File: src/rtl/pipe_pkg.sv
// Shared types and default widths for the skid-buffered pipeline register.
package pipe_pkg;

  localparam int DEF_DATA_W = 32;
  localparam int DEF_CNT_W  = 32;

  typedef enum logic [1:0] {
    EMPTY = 2'd0,
    BUSY  = 2'd1,
    FULL  = 2'd2
  } pipe_state_e;

  function automatic logic holds_entry(input pipe_state_e st);
    return (st != EMPTY);
  endfunction

  function automatic logic has_room(input pipe_state_e st);
    return (st != FULL);
  endfunction

endpackage

File: src/rtl/pipe_perf_cnt.sv
// Saturating event counter: adds one per enabled cycle and sticks at all-ones.
module pipe_perf_cnt #(
  parameter int CNT_W = 32
) (
  input  logic             clk,
  input  logic             rst_n,
  input  logic             en,
  output logic [CNT_W-1:0] cnt
);

  logic [CNT_W-1:0] cnt_r;
  logic             at_max_s;

  // Detect saturation so the counter never wraps back to zero.
  always_comb begin
    at_max_s = 1'b0;
    if (cnt_r == {CNT_W{1'b1}}) begin
      at_max_s = 1'b1;
    end else begin
      at_max_s = 1'b0;
    end
  end

  // Count register.
  always_ff @(posedge clk or negedge rst_n) begin
    if (!rst_n) begin
      cnt_r <= {CNT_W{1'b0}};
    end else if (en && !at_max_s) begin
      cnt_r <= cnt_r + {{(CNT_W-1){1'b0}}, 1'b1};
    end else begin
      cnt_r <= cnt_r;
    end
  end

  assign cnt = cnt_r;

endmodule

File: src/rtl/pipe_skid_reg.sv
// Two-entry skid pipeline register; in_ready comes from a register, not from out_ready.
// Optional stall/flush counters are built when PIPE_PERF_EN is defined.
module pipe_skid_reg
  import pipe_pkg::*;
#(
  parameter int DATA_W     = DEF_DATA_W,
  parameter int CNT_W      = DEF_CNT_W,
  parameter bit CLEAR_DATA = 1'b1
) (
  input  logic              clk,
  input  logic              rst_n,
  input  logic              flush,
  input  logic              in_valid,
  output logic              in_ready,
  input  logic [DATA_W-1:0] in_data,
  output logic              out_valid,
  input  logic              out_ready,
  output logic [DATA_W-1:0] out_data
`ifdef PIPE_PERF_EN
  ,
  output logic [CNT_W-1:0]  stall_cnt,
  output logic [CNT_W-1:0]  flush_cnt
`endif
);

  if ((DATA_W < 1) || (CNT_W < 1)) begin : g_param_chk
    $error("pipe_skid_reg: DATA_W and CNT_W must be at least 1");
  end

  pipe_state_e       state_r, state_nxt_s;
  logic [DATA_W-1:0] main_r, main_nxt_s;
  logic [DATA_W-1:0] skid_r, skid_nxt_s;
  logic              in_ready_r;
  logic              out_valid_r;
  logic              accept_s;
  logic              issue_s;

  assign accept_s = in_valid & in_ready_r;
  assign issue_s  = out_valid_r & out_ready;

  // Next-state and next-payload selection; flush overrides everything.
  always_comb begin
    state_nxt_s = state_r;
    main_nxt_s  = main_r;
    skid_nxt_s  = skid_r;
    if (flush) begin
      state_nxt_s = EMPTY;
      main_nxt_s  = {DATA_W{1'b0}};
      skid_nxt_s  = {DATA_W{1'b0}};
    end else begin
      case (state_r)
        EMPTY: begin
          if (accept_s) begin
            state_nxt_s = BUSY;
            main_nxt_s  = in_data;
          end else begin
            state_nxt_s = EMPTY;
          end
        end
        BUSY: begin
          if (accept_s && issue_s) begin
            state_nxt_s = BUSY;
            main_nxt_s  = in_data;
          end else if (accept_s) begin
            state_nxt_s = FULL;
            skid_nxt_s  = in_data;
          end else if (issue_s) begin
            state_nxt_s = EMPTY;
            if (CLEAR_DATA) begin
              main_nxt_s = {DATA_W{1'b0}};
            end else begin
              main_nxt_s = main_r;
            end
          end else begin
            state_nxt_s = BUSY;
          end
        end
        FULL: begin
          // Skid drains into main; nothing can be accepted while full.
          if (issue_s) begin
            state_nxt_s = BUSY;
            main_nxt_s  = skid_r;
          end else begin
            state_nxt_s = FULL;
          end
        end
        default: begin
          state_nxt_s = EMPTY;
          main_nxt_s  = {DATA_W{1'b0}};
          skid_nxt_s  = {DATA_W{1'b0}};
        end
      endcase
    end
  end

  // State, payload and handshake outputs; handshakes are registered from the next state.
  always_ff @(posedge clk or negedge rst_n) begin
    if (!rst_n) begin
      state_r     <= EMPTY;
      main_r      <= {DATA_W{1'b0}};
      skid_r      <= {DATA_W{1'b0}};
      in_ready_r  <= 1'b0;
      out_valid_r <= 1'b0;
    end else begin
      state_r     <= state_nxt_s;
      main_r      <= main_nxt_s;
      skid_r      <= skid_nxt_s;
      in_ready_r  <= has_room(state_nxt_s);
      out_valid_r <= holds_entry(state_nxt_s);
    end
  end

  // Optionally mask the payload whenever no live entry is presented.
  always_comb begin
    out_data = main_r;
    if (CLEAR_DATA && !out_valid_r) begin
      out_data = {DATA_W{1'b0}};
    end else begin
      out_data = main_r;
    end
  end

  assign in_ready  = in_ready_r;
  assign out_valid = out_valid_r;

`ifdef PIPE_PERF_EN
  logic stall_evt_s;
  logic flush_evt_s;

  assign stall_evt_s = out_valid_r & ~out_ready;
  assign flush_evt_s = flush & holds_entry(state_r);

  pipe_perf_cnt #(.CNT_W(CNT_W)) u_stall_cnt (
    .clk   (clk),
    .rst_n (rst_n),
    .en    (stall_evt_s),
    .cnt   (stall_cnt)
  );

  pipe_perf_cnt #(.CNT_W(CNT_W)) u_flush_cnt (
    .clk   (clk),
    .rst_n (rst_n),
    .en    (flush_evt_s),
    .cnt   (flush_cnt)
  );
`endif

endmodule

File: config.mk
export PLATFORM = sky130hd
export DESIGN_NAME = pipe_skid_reg
export DESIGN_NICKNAME = d
export VERILOG_FILES = /design/src/rtl/pipe_pkg.sv /design/src/rtl/pipe_perf_cnt.sv /design/src/rtl/pipe_skid_reg.sv
export SDC_FILE = /design/constraint.sdc
export NUM_CORES = 1
export LEC_CHECK = 0
export BUFFER_PORTS_ARGS = -buffer_cell sky130_fd_sc_hd__buf_2
export CORE_MARGIN = 4
export CORE_UTILIZATION = 55
export DETAILED_ROUTE_END_ITERATION = 12
export PLACE_DENSITY = 0.85
export SETUP_SLACK_MARGIN = 0.1
export SYNTH_ARGS = -nofsm -noshare
export SYNTH_HDL_FRONTEND = slang
export SYNTH_HIERARCHICAL = 1
export SYNTH_SLANG_ARGS = --single-unit
export TNS_END_PERCENT = 50
File: constraint.sdc
create_clock -name clk -period 3.65 [get_ports clk]
set_input_delay 0.73 -clock clk [delete_from_list [all_inputs] [get_ports clk]]
set_output_delay 0.73 -clock clk [all_outputs]
set_load 0.01 [all_outputs]
==> results of run 1 <==
==> registers in the layout (all words and copies together), names as in the netlist <==
name,flops
in_ready,1
main_r,32
out_valid,1
skid_r,32
state_r,2
==> synth_stat cells, types with 2 or more instances <==
master / count
dfrtp_1: 68
nand2_1: 36
nor2_1: 36
a21oi_1: 34
and2_1: 34
clkbuf_1: 34
nand2b_1: 33
a21o_1: 32
a22oi_1: 32
mux2i_1: 32
nand4_1: 32
o21ai_0: 32
o32ai_1: 32
buf_2: 18
buf_4: 7
buf_1: 2
==> metal layers <==
layer / wire length, µm / vias to the layer above / track usage
met3: 942 / 26 / 0.04379
met1: 4766 / 2049 / 0.3286
met4: 210 / 0 / 0.09691
li1: - / 1903 / -
met2: 5839 / 202 / 0.4124
met5: 0 / - / 0
==> power groups by stage <==
stage	clock, mW	combinational [mW]	sequential [mW]
after floorplan	0	0.382	0.864
after global placement	0	0.455	0.903
after detailed placement	0	0.471	0.909
after CTS	0.696	0.474	0.895
after global routing	0.728	0.530	0.908
final	0.686	0.481	0.898
==> critical path: stages (launching register included) <==
cell	delay (ns)
dfrtp_1	1.03
and2_1	0.26
buf_2	0.14
==> kinds of logic (layout without fill, tap and decap cells) <==
logic type | Yosys count | count (layout) | share of synthesized area
xor+xnor | 1 | 1 | 0.001999
compound gates | 168 | 168 | 0.2624
simple gates | 175 | 175 | 0.2107
buf+inv | 61 | 96 | 0.06339
mux | 32 | 32 | 0.07310
flops | 68 | 68 | 0.3883
==> per-stage QoR <==
step                cell area [µm²]  utilization  setup slack, ns  total power, mW
global placement               4662       0.6033            1.290            1.358
detailed placement             4662       0.6033            1.183            1.380
floorplan                      4382            -            1.894            1.246
CTS                            4878       0.6313            1.140            2.064
finish                         4878       0.6313            1.149            2.065
global route                   4878       0.6313            1.037            2.167
==> final timing paths <==
kind / start / end / cells past startpoint
setup / recovery: out_valid / out_data[27] / 2
hold / removal: main_r[24] / main_r[24] / 2
setup reg to reg: state_r[1] / main_r[28] / 5
hold reg to reg: main_r[24] / main_r[24] / 2
max in group asynchronous: rst_n / main_r[12] / 2
min in group asynchronous: rst_n / main_r[15] / 1
==> layout make-up <==
cell class,instances,area (µm²),share of cell area
well taps,102,127.6,0.02616
repair buffers,80,425.4,0.08720
multi-input cells,376,2405,0.4929
clock buffers,11,141.4,0.02898
flip-flops and latches,68,1704,0.3493
clock inverters,5,75.07,0.01539
==> impl_metrics.toml, run 1 <==
[route]
vias_per_cell = 6.511
drt_pass1_iterations = 5
drc = 0
ant_nets = 0
vias = 4180
initialDrtViolationCount = 378
wl_um = 11760
post_drt_wl_per_cell_um = 18.31

[power_and_ir_drop]
switching_share = 0.3178
seq_power_share = 0.435
internal_power_mw = 1.409
power_leakage_nw = 2.067
power_frac_clock = 0.332
power_density_mw_per_mm2 = 423.3
ir_worst_vdd_uv = 220.1
pwr-share-comb = 0.233
switchingPower_mw = 0.6563

[placed_design]
io_buffers = 70
dp.cells = 626
gp_congestion = 0.8016
dp_hpwl_um = 7075

[floorplan]
die_area_mm2 = 0.009459
io_pins = 71
core_mm2 = 0.007727
rows = 32
start_util = 0.5670
die_w_um = 97.26
fp.dieH_um = 97.26

[clock_network]
cts_hold_buffers = 0
clock-sinks = 68
cts_setup_buffers = 0
worstSkewPairLatency_ns = 0.34
cts_buffer_depth = 2
clkTransAtPathRegs_ns = 0.07
cts_root_buffer = "clkbuf_8"
cts_buffers = 9
cts_resized = 0
cts_tree = "done"
htree_num_levels = 3

[timing]
slew_headroom = 0.2642
hold_viol_final = 0
finalMaxSlewViolations = 0
setup_violations = 0
finalSetupTns_ns = 0
worstMarginPinSlew_ns = 1.104
timing.clock.skew_ns = 0.009097
max_clock_freq_mhz = 399.8
post-route-period-util = 0.6853
fin_hold_ws_ns = 0.5393
period_minus_slack_ns = 2.501
rsz0062_at_grt = "false"

[global_routing]
antenna_found_initial = 0
grt_max_degree = 56
grt_pass1_wl_um = 19950
grt_usage = 0.2500
overflow = 0
grt_pass1_vias = 4069

[worst_setup_path]
crit_arrival_ns = 1.77
cp.required_ns = 2.92
crit_path_end_kind = "output port"
reg2reg_slack_ns = 1.25
crit_type = "flip-flop to output port"
start_kind = "flip-flop"
crit_fanout = 36

[yosys]
ys_top_cells_by_area = "dfrtp_1, mux2i_1, o32ai_1"
synth_top_area_frac = 0.3883
synth-main-ff-cell = "dfrtp_1"
synthesis.nets = 542
ys_warn_count = 6
synth_top_cell_by_area = "dfrtp_1"
synth_seq_cells = 68
synth_edf_count = 0
syn_inst = 505
synth_area_mm2 = 0.004382
syn_area_per_cell_um2 = 8.677
async_flop_share = 1.000
yosysSeqAreaShare = 0.3883
yosysUniqueCellTypes = 27

[cells_and_area]
antenna_cells = 0
mostFrequentLayoutCells = "buf_2, dfrtp_1, nor2_1, nand2_1"
drive_above_1_share = 0.1889
fillerInstances = 653
post_layout_nonfiller_instances = 642
design.final.nets = 572
final_common_cell = "buf_2"
area_growth_pct = 11.34

[hold_path]
hold_class = "flip-flop to flip-flop"

[status]
status = "finished, final reports clean"

[flow_run]
max_cap_violations = 0
Note: power is estimated with default switching activity, not from simulation.
==> run 2: changes to the inputs <==
Settings changed: CORE_UTILIZATION 55 to 52, PLACE_DENSITY 0.85 to 0.84.
Clock period 3.65 ns to 2.3 ns, I/O delays scaled along.
==> impl_metrics.toml, run 2 (same netlist as run 1, synthesis figures left out) <==
[status]
status = "finished, final reports clean"

[clock_network]
worstSkewPairLatency_ns = 0.35
cts_resized = 0
cts_buffer_depth = 2
cts_root_buffer = "clkbuf_8"
cts_buffers = 9
cts_tree = "done"
cts_setup_buffers = 0
cts_hold_buffers = 0
clkTransAtPathRegs_ns = 0.08
clock-sinks = 68
htree_num_levels = 3

[hold_path]
hold_class = "input pin to async pin"

[cells_and_area]
finalInstanceArea_mm2 = 0.004989
postLayoutCoreUtil = 0.6071
antenna_cells = 0
mostFrequentLayoutCells = "buf_2, dfrtp_1, nor2_1, nand2_1"
multiInputGateArea_mm2 = 0.002405
fillerInstances = 667
post_layout_nonfiller_instances = 654
design.final.nets = 581
drive_above_1_share = 0.2022
reg.largest.list = "main_r (32), skid_r (32), state_r (2)"
area_growth_pct = 13.85
final_common_cell = "buf_2"
seq_area_mm2 = 0.001707

[route]
vias_per_cell = 6.278
post_drt_wl_per_cell_um = 17.52
wl_um = 11460
drt_pass1_iterations = 5
ant_nets = 0
initialDrtViolationCount = 433
drc = 0
vias = 4106

[timing]
layout_setup_ws_ns = 0.5430
timing.clock.skew_ns = 0.008432
setup_violations = 0
max_clock_freq_mhz = 569.1
finalSetupTns_ns = 0
fin_hold_ws_ns = 0.1069
hold_viol_final = 0
period_minus_slack_ns = 1.757
rsz0062_at_grt = "false"
slew_headroom = 0.6855
finalMaxSlewViolations = 0
worstMarginPinSlew_ns = 0.4702
post-route-period-util = 0.7639

[placed_design]
dp_slack_ns = 0.4364
dp_hpwl_um = 6959
dp.cells = 638
io_buffers = 70
dpl_cell_area_mm2 = 0.004786
gp_congestion = 0.8148

[power_and_ir_drop]
power_leakage_nw = 2.119
power_density_mw_per_mm2 = 648.8
ir_worst_vdd_uv = 310.7
p_total_mw = 3.237

[floorplan]
die_area_mm2 = 0.009959
start_util = 0.5333
die_w_um = 99.80
fp.dieH_um = 99.80
rows = 33
io_pins = 71
core_mm2 = 0.008217

[global_routing]
overflow = 0
grtUsageMet1 = 0.3260
grt_pass1_wl_um = 18780
globalRouteMet3Util = 0.04726
antenna_found_initial = 0
use_met2 = 0.3556
grt_max_degree = 95
grt_usage = 0.2331
grt_pass1_vias = 3793
busiest_layer = "met2"

[worst_setup_path]
critPathBufInv = 2
crit_family = "flip-flops"
slowest_delay_ns = 0.41
crit_arrival_ns = 1.30
crit_fanout = 12
start_kind = "flip-flop"
cp.required_ns = 1.84
crit_slowest_cell = "dfrtp_1"
crit_chain = "buf_4 > and2_1 > buf_2"
reg2reg_slack_ns = 0.55
crit_path_end_kind = "output port"
crit_type = "flip-flop to output port"

[flow_run]
max_cap_violations = 0
## run 2: per-layer routing
layer	vias up	part of all wire	routed length, µm
met1	1986	0.44	4989
li1	1915	-	-
met4	0	0.022	252
met3	24	0.072	824
met5	-	0	0
met2	181	0.47	5392
## run 2: final timing paths
kind	startpoint	endpoint	depth (start not counted)
max reg2reg	in_ready	main_r[31]	5
min in group clk	in_data[30]	skid_r[30]	4
max in group asynchronous	rst_n	state_r[1]	2
min	rst_n	main_r[17]	2
max	out_valid	out_data[28]	3
min reg2reg	main_r[21]	main_r[21]	2
## run 2: cell type report
| cell class | count | area share |
|---|---|---|
| Tap cell | 105 | 0.02634 |
| Sequential cell | 68 | 0.3421 |
| Timing Repair Buffer | 89 | 0.1089 |
| Clock inverter | 4 | 0.009531 |
| Multi-Input combinational cell | 376 | 0.4821 |
| Clock buffer | 12 | 0.03110 |
## run 2: report_power, final
part           total [mW]  leakage, nW  switching (mW)  internal [mW]
clock network        1.02        0.102           0.466          0.557
logic               0.831         1.10           0.502          0.329
registers            1.38        0.918          0.0829           1.30
total                3.24         2.12            1.05           2.19
